$ cat config.mk
export PLATFORM = sky130hd
export DESIGN_NAME = serial_subtractor
export DESIGN_NICKNAME = d
export VERILOG_FILES = /design/src/rtl/serial_subtractor.sv
export SDC_FILE = /design/constraint.sdc
export NUM_CORES = 1
export LEC_CHECK = 0
export ABC_AREA = 0
export CAP_MARGIN = 20
export CORE_MARGIN = 2
export CORE_UTILIZATION = 43
export DETAILED_ROUTE_END_ITERATION = 12
export PLACE_DENSITY = 0.66
export SYNTH_ARGS = -nofsm -noshare
export SYNTH_HDL_FRONTEND = slang
export SYNTH_SLANG_ARGS = --single-unit
$ cat constraint.sdc
create_clock -name clk -period 1.8 [get_ports clk]
set_clock_uncertainty 0.2 [all_clocks]
set_input_delay 0.36 -clock clk [delete_from_list [all_inputs] [get_ports clk]]
set_output_delay 0.36 -clock clk [all_outputs]
set_load 0.01 [all_outputs]
$ cat src/rtl/serial_subtractor.sv
`default_nettype none
// ============================================================================
// Module      : serial_subtractor
// Description : Bit-serial unsigned subtractor. It computes a - b one bit per
//               clock, LSB first, through a single full-subtractor cell. The
//               result is published with a one-cycle done pulse after WIDTH
//               RUN cycles.
//               Optional feature macro: SERIAL_SUB_OVF_EN. When it is defined,
//               a signed-overflow flag output named ovf is added.
// Revision    : 1.0 - initial release
// ============================================================================
module serial_subtractor #(
    parameter int WIDTH = 8
) (
    input  logic             clk,
    input  logic             rst_n,
    input  logic             start,
    input  logic [WIDTH-1:0] a,
    input  logic [WIDTH-1:0] b,
    output logic             busy,
    output logic             done,
    output logic [WIDTH-1:0] diff,
    output logic             borrow
`ifdef SERIAL_SUB_OVF_EN
    ,
    output logic             ovf
`endif
);

    // The bit counter needs at least one bit, even when WIDTH is 1.
    localparam int                CNT_W    = (WIDTH > 1) ? $clog2(WIDTH) : 1;
    localparam logic [CNT_W-1:0]  LAST_BIT = CNT_W'(WIDTH - 1);

    typedef enum logic [1:0] {
        IDLE = 2'd0,
        RUN  = 2'd1,
        DONE = 2'd2
    } state_t;

    state_t           state;
    logic [WIDTH-1:0] a_sh;
    logic [WIDTH-1:0] b_sh;
    logic [WIDTH-1:0] res_sh;
    logic             br;
    logic [CNT_W-1:0] cnt;
`ifdef SERIAL_SUB_OVF_EN
    // The shifting registers lose the operand sign bits, so keep them here.
    logic             a_msb;
    logic             b_msb;
`endif

    logic             bit_d;
    logic             bit_br;
    logic [WIDTH:0]   res_cat;
    logic [WIDTH-1:0] res_next;

    // Full-subtractor cell on the current LSBs. The new difference bit is
    // shifted in at the MSB end, so after WIDTH steps the result is aligned.
    always_comb begin
        bit_d    = a_sh[0] ^ b_sh[0] ^ br;
        bit_br   = (~a_sh[0] & b_sh[0]) | (~(a_sh[0] ^ b_sh[0]) & br);
        res_cat  = {bit_d, res_sh};
        res_next = res_cat[WIDTH:1];
    end

    // Control FSM with datapath and registered outputs. The published result
    // changes only on entry to DONE.
    always_ff @(posedge clk or negedge rst_n) begin
        if (!rst_n) begin
            state  <= IDLE;
            a_sh   <= '0;
            b_sh   <= '0;
            res_sh <= '0;
            br     <= 1'b0;
            cnt    <= '0;
            busy   <= 1'b0;
            done   <= 1'b0;
            diff   <= '0;
            borrow <= 1'b0;
`ifdef SERIAL_SUB_OVF_EN
            a_msb  <= 1'b0;
            b_msb  <= 1'b0;
            ovf    <= 1'b0;
`endif
        end else begin
            done <= 1'b0;
            case (state)
                IDLE, DONE: begin
                    if (start) begin
                        a_sh   <= a;
                        b_sh   <= b;
                        res_sh <= '0;
                        br     <= 1'b0;
                        cnt    <= '0;
                        busy   <= 1'b1;
                        state  <= RUN;
`ifdef SERIAL_SUB_OVF_EN
                        a_msb  <= a[WIDTH-1];
                        b_msb  <= b[WIDTH-1];
`endif
                    end else begin
                        state <= IDLE;
                    end
                end
                RUN: begin
                    a_sh   <= a_sh >> 1;
                    b_sh   <= b_sh >> 1;
                    res_sh <= res_next;
                    br     <= bit_br;
                    cnt    <= cnt + 1'b1;
                    if (cnt == LAST_BIT) begin
                        state  <= DONE;
                        busy   <= 1'b0;
                        done   <= 1'b1;
                        diff   <= res_next;
                        borrow <= bit_br;
`ifdef SERIAL_SUB_OVF_EN
                        ovf    <= (a_msb != b_msb) && (res_next[WIDTH-1] != a_msb);
`endif
                    end
                end
                default: begin
                    state <= IDLE;
                    busy  <= 1'b0;
                end
            endcase
        end
    end

endmodule
`default_nettype wire

* Word-level counts from Yosys, hierarchy flattened
Index checks and enable logic that the tools add are counted.
Storage, ports and cells: output and inout bits 11, input port bits 19, logic and storage cells 47, register bits after elaboration 41
Cells by class: multiplexer cells 18, bitwise gates (word level) 7, reductions and logical operators 6, equality and inequality tests 5, add/sub/neg operators 1
Operators by type and width (number):
- $pmux 8 s2 | 3
- $mux 8 | 3
- $mux 1 | 6
- $pmux 3 s2 | 1
- $reduce_and 2->1 | 3
- $ne 2x2->1 const B | 2
- $pmux 1 s2 | 2
- $pmux 2 s2 | 1
- $add 3x1->3 const B | 1
- $eq 3x3->1 const B | 1
- $mux 3 | 1
- $and 1x1->1 | 2
- $eq 2x1->1 const B | 1
- $eq 2x2->1 const B | 1
- $logic_not 2->1 | 1
- $mux 2 | 1
- $not 1->1 | 2
- $reduce_bool 2->1 | 1
- $reduce_or 2->1 | 1
- $xor 1x1->1 | 2
- $or 1x1->1 | 1

* Longest topological paths before layout
Gate-level depths: netlist of run 1.
depth after elaboration 5, depth in mapped cells 6

* Worst setup path after synthesis of run 1
Ideal clock, no wire load.
path type register to register, start point register cnt[0], end point register diff[2], setup slack 0.164 ns, arrival time 1.311 ns, clock period less this slack 1.636 ns, cell stages (with the launch flop) 6, cells stage by stage dfrtp_1 > ha_1 > ha_1 > nand3b_4 > buf_6 > mux2_4
Between the ends: cells in the longest elaborated chain, start to end 2
Ends and longest elaborated chain:
- start: declaration | RTL line 45 | logic [CNT_W-1:0] cnt;
- start signal: assignment | RTL line 110 | cnt <= cnt + 1'b1;
- $eq 3x3->1 | RTL line 111 | if (cnt == LAST_BIT) begin
- $reduce_and 2->1 (no source line)
- end signal: assignment | RTL line 115 | diff <= res_next;
- end: declaration | RTL line 22 | output logic [WIDTH-1:0] diff,
No other way between the ends. A chain may end at the register's enable or synchronous reset.

* Worst setup path in the final report of run 1
start point register borrow, end point output borrow
RTL lines:
- start: declaration | RTL line 23 | output logic borrow
- start signal: assignment | RTL line 116 | borrow <= bit_br;
No word-level cell between the ends.

==> results.yml, run 1 <==
outcome:
  outcome: "finished clean"
power_and_ir_drop:
  clkPwrFrac_pct: 18.5
  irDropWorstVdd_uv: 748
  power.density_mw_per_mm2: 1640
  power_frac_seq_pct: 41.5
  switchingPower_w: 0.00126
  combinationalPowerShare_pct: 40.1
  swShare_pct: 32.7
  p_int_w: 0.00259
  p_leak_nw: 1.07
  total_power_w: 0.00385
timing:
  max_freq_mhz: 575
  final.period_utilization_pct: 96.6
  worstMarginPinSlew_ns: 0.374
  min_period_ns: 1.74
  holdWs_ns: 0.301
  hold_viol: 0
  setup_viol: 0
  slew_viol_final: 0
  max_slew_margin_pct: 75.1
place:
  gp_congestion: 0.728
  place_hpwl_mm: 2.51
  port_buffers: 29
critical_path:
  slowest_stage: "clkdlybuf4s50_1"
  path_class: "reg2out"
  path_cells: "clkdlybuf4s50_1"
  cpPeakStageDelay_ns: 0.54
  cp_data_required_time_ns: 1.24
  startpoint: "borrow"
  crit_family: "buffers and inverters"
  worstSetupEndpoint: "borrow"
  cp.depth: 1
  r2r_end: "diff[1]"
  arrival_ns: 1.18
  reg2reg_setup_slack_ns: 0.07
  r2r-start: "cnt[0]"
  critPathCaptureType: "output port"
  crit_path_max_fanout: 2
  startpoint_type: "flop"
  reg2regPathDepth: 4
  crit_buf_inv: 1
routing:
  drc_errors: 0
  wirelength_mm: 3.55
  vias: 1300
  ant_nets: 0
  firstDrtPassIters: 4
  initialDrtViolationCount: 75
  avgViaCountPerCell: 5.46
  routedWlPerCell_um: 14.9
yosys:
  synth_area_leader_cell: "dfrtp_1"
  synth_most_common_cell: "dfrtp_1"
  synth_cells: 150
  syn-mean-instance-area_um2: 12.4
  ys_types: 25
  synthFlopType: "dfrtp_1"
  synth_top_area_share_pct: 53.8
  synth_commonest_cells: "dfrtp_1, a22o_1, mux2i_1"
  ys_async_sr_fraction_pct: 100
  synth_edf_count: 0
  synthTopCellsByArea: "dfrtp_1, mux2i_1, a22o_1, mux2_4, a211oi_1"
  yosys_warnings: 0
  syn-num-nets: 172
  syn_area_mm2: 0.00186
  ys_seq_area_share_pct: 53.8
  ys_ff_latch: 40
global_route:
  antenna_found_initial: 0
  grt_usage_pct: 15.7
  grt_max_degree: 26
  grt_pass1_vias: 1394
  grt_pass1_wl_mm: 6.21
  grt.overflow.total: 0
die:
  core_mm2: 0.00409
  initial_utilization_pct: 45.5
  die_x_um: 69.8
  dieArea_mm2: 0.00487
  num_rows: 23
  num_io_pins: 30
  die_h_um: 69.8
layout:
  drive_gt1_share_pct: 17.0
  nets: 209
  antennaDiodeCount: 0
  syn_to_final_growth_pct: 26.1
min_path:
  min_path_type: "reg2reg"
clock_network:
  numCtsBuffers: 5
  clock-root-buffer: "clkbuf_8"
  clock-sinks: 40
  clk_path_buf_depth: 2
  clock_latency_ns: 0.29
  htreeDepth: 2
  cts_tree: "done"
  path_clk_slew_ns: 0.07
flow_run:
  max_cap_viol_count: 0
metrics by stage:
stage	setup slack [ns]	TNS (ns)	util, %	std cells	cell area, um^2
after floorplan	0.164	0	-	150	1860
after global placement	0.0743	0	54.0	228	2210
after detailed placement	-0.0952	-0.110	54.0	228	2210
after CTS	0.0296	0	56.9	237	2330
after global routing	-0.0147	-0.0222	57.4	238	2340
final	0.0605	0	57.4	238	2340
metal layers:
metal | track usage, % | share of wire (%) | up-vias
li1 | - | - | 622
met1 | 19.5 | 47 | 639
met2 | 26.8 | 48 | 34
met3 | 5.09 | 4.8 | 5
met4 | 3.63 | 1.0 | 0
met5 | 0 | 0 | -
power by group through the flow:
stage	Combinational, W	Clock [W]	Sequential, W
finish	0.00154	0.000711	0.00160
global route	0.00172	0.000776	0.00166
CTS	0.00156	0.000730	0.00159
detailed placement	0.00156	0	0.00160
global placement	0.00148	0	0.00159
floorplan	0.00109	0	0.00158
kinds of logic after synthesis:
group	after synthesis	synth area share [%]
AOI/OAI and AO/OA	42	15.4
adders and majority gates	3	2.42
buffers and inverters	13	4.64
DFF	40	53.8
muxes	22	13.8
and+or+nand+nor	30	9.89
cell usage in the layout, fill, tap and decap left out, drive strengths merged, types with 2 or more instances in the layout:
master and n:
a22o 12, inv 4, and2b 2, nor2 7, clkbuf 6, clkdlybuf4s50 25
ha 2, nand2b 2, mux2i 11, mux2 11, nor3 3, a211oi 9
nand3 3, a21oi 9, dfrtp 40, nand3b 2, nand2 3, dlymetal6s2s 3
nor2b 9, buf 9, a21o 2, o21ai 7, o22ai 3
how the worst min path moves through the flow:
stage	start	end	cells after the start
floorplan	rst_n	a_sh[0]	0
global placement	rst_n	done	1
detailed placement	rst_n	diff[2]	1
CTS	a_sh[1]	a_sh[1]	1
global route	a_sh[1]	a_sh[1]	1
finish	a_sh[1]	a_sh[1]	1
registers in the layout (all words and copies together), names as in the netlist:
signal and count:
borrow 1, done 1, a_sh 8, b_sh 8
cnt 3, br 1, diff 8, busy 1
res_sh 7, state 2
layout make-up:
cell class,instances,area [um^2]
clock buffer,6,72.6
clock inverter,2,35.0
fill,345,1740
inverter,4,15.0
multi-input combinational,98,783
sequential,40,1000
tap,50,62.6
timing repair buffer,38,375
what timing repair did:
action / 4_1_cts / 5_1_grt
setup buffers: 0 / 0
gates resized for setup: 0 / 3
hold endpoints to repair: 15 / 0
hold buffers: 1 / 0
setup endpoints to repair: 0 / 4
Power figures use the tool's default switching activity.
==> run 2, diff against run 1 <==
ABC_AREA = 1   (was 0)
GPL_ROUTABILITY_DRIVEN = 0   (was unset)
TNS_END_PERCENT = 100   (was unset)
==> results.yml, run 2 <==
routing:
  wirelength_mm: 3.38
  firstDrtPassIters: 4
  drc_errors: 0
  routedWlPerCell_um: 11.1
  ant_nets: 0
  avgViaCountPerCell: 4.68
  initialDrtViolationCount: 133
  vias: 1427
yosys:
  synth_edf_count: 0
  synthFlopType: "dfrtp_1"
  yosys_warnings: 0
  ys_seq_area_share_pct: 52.3
  syn_area_mm2: 0.00192
  synth_cells: 221
  synth_top_area_share_pct: 52.3
  syn-num-nets: 243
  ys_async_sr_fraction_pct: 100
  syn-mean-instance-area_um2: 8.67
  synth_area_leader_cell: "dfrtp_1"
  ys_ff_latch: 40
  synthTopCellsByArea: "dfrtp_1, nand2_1, inv_1, nand3_1, o21ai_2"
  ys_types: 20
  synth_most_common_cell: "nand2_1"
  synth_commonest_cells: "nand2_1, dfrtp_1, inv_1"
power_and_ir_drop:
  power.density_mw_per_mm2: 1720
  p_leak_nw: 1.23
  irDropWorstVdd_uv: 1150
global_route:
  grt_pass1_vias: 1310
  met1_usage_pct: 21.4
  grt_pass1_wl_mm: 6.00
  grt_use_met3_pct: 3.42
  grtUsageMet2_pct: 22.8
  grt_usage_pct: 15.2
  grt.overflow.total: 0
  grt-busiest-layer: "met2"
  antenna_found_initial: 0
  grt_max_degree: 27
die:
  die_x_um: 70.7
  die_h_um: 70.7
  num_rows: 24
  initial_utilization_pct: 44.3
  core_mm2: 0.00432
  num_io_pins: 30
  dieArea_mm2: 0.00500
layout:
  fin_cells: 305
  layout_common_cells: "nand2_1, inv_1, dfrtp_1"
  nets: 275
  largestRegisters: "a_sh: 8 flops, b_sh: 8 flops, diff: 8 flops"
  layout_commonest_cell: "nand2_1"
  drive_gt1_share_pct: 11.1
  syn_to_final_growth_pct: 20.8
  antennaDiodeCount: 0
  post-route-util_pct: 53.5
clock_network:
  clock_latency_ns: 0.29
  clock-sinks: 40
  clk_path_buf_depth: 2
  clock-root-buffer: "clkbuf_8"
  numCtsBuffers: 5
  cts_setup_buffers: 0
  path_clk_slew_ns: 0.07
  ctsResizeCount: 0
  cts_hold_buf: 1
  cts_tree: "done"
  htreeDepth: 2
critical_path:
  cpPeakStageDelay_ns: 0.54
  path_class: "reg2out"
  startpoint_type: "flop"
  crit_family: "buffers and inverters"
  crit_buf_inv: 1
  critPathCaptureType: "output port"
  slowest_stage: "clkdlybuf4s50_1"
  cp_data_required_time_ns: 1.24
  crit_path_max_fanout: 2
  arrival_ns: 1.18
  path_cells: "clkdlybuf4s50_1"
timing:
  hold_viol: 0
  setup_viol: 0
  rsz0062_at_grt: "false"
  finalSetupTns_ns: 0
  max_freq_mhz: 575
  holdWs_ns: 0.279
  worstMarginPinSlew_ns: 0.393
  final.period_utilization_pct: 96.7
  min_period_ns: 1.74
  max_slew_margin_pct: 73.8
  slew_viol_final: 0
place:
  port_buffers: 29
  dp_cells: 297
  place_hpwl_mm: 2.30
flow_run:
  max_cap_viol_count: 0
outcome:
  outcome: "finished clean"
min_path:
  min_path_type: "reg2reg"
run 2: area by class of cell:
type                       count  area, um^2
tap                           52        65.1
multi-input combinational    129         667
timing repair buffer          34         338
sequential                    40        1000
clock inverter                 1        5.00
inverter                      43         166
fill                         419        2010
clock buffer                   6        72.6
run 2: power breakdown:
part	internal (W)	leakage, nW	switching, W
Combinational	0.000797	0.688	0.00108
Sequential	0.00132	0.496	0.000230
Clock	0.000263	0.0410	0.000289
run 2: through the flow:
stage          worst slack, ns  total power (W)  instance area, um^2
6_report                0.0600          0.00398                 2310
3_3_place_gp             0.138          0.00339                 2230
2_1_floorplan            0.352          0.00299                 1920
5_1_grt                0.00298          0.00436                 2310
4_1_cts                 0.0457          0.00403                 2310
3_5_place_dp             0.104          0.00345                 2230
run 2: final timing paths:
| check | startpoint | end | slack, ns | cells after the start |
|---|---|---|---|---|
| worst max-delay path | diff[1] | diff[1] | 0.06 | 1 |
| max in group asynchronous | rst_n | b_sh[7] | 0.61 | 3 |
| worst min register to register | cnt[0] | cnt[0] | 0.28 | 1 |
| worst max register to register | cnt[0] | diff[7] | 0.22 | 6 |
| min in group asynchronous | rst_n | diff[3] | 0.33 | 2 |
| worst min-delay path | cnt[0] | cnt[0] | 0.28 | 1 |
run 2: cells by family after synthesis:
logic type,synth area share (%)
DFF,52.3
buffers and inverters,12.9
AOI/OAI and AO/OA,7.05
adders and majority gates,2.35
and+or+nand+nor,25.4
run 2: metal layers:
metal	vias up	routed length, um
met3	5	112
met4	0	55
met5	-	0
met1	671	1680
li1	730	-
met2	21	1530
==> run 3, diff against run 2 <==
CTS_CLUSTER_SIZE = 25   (was unset)
SLEW_MARGIN = 15   (was unset)
==> results of run 3 <==
Final layout, timing and power as in run 2 (identical DEF).
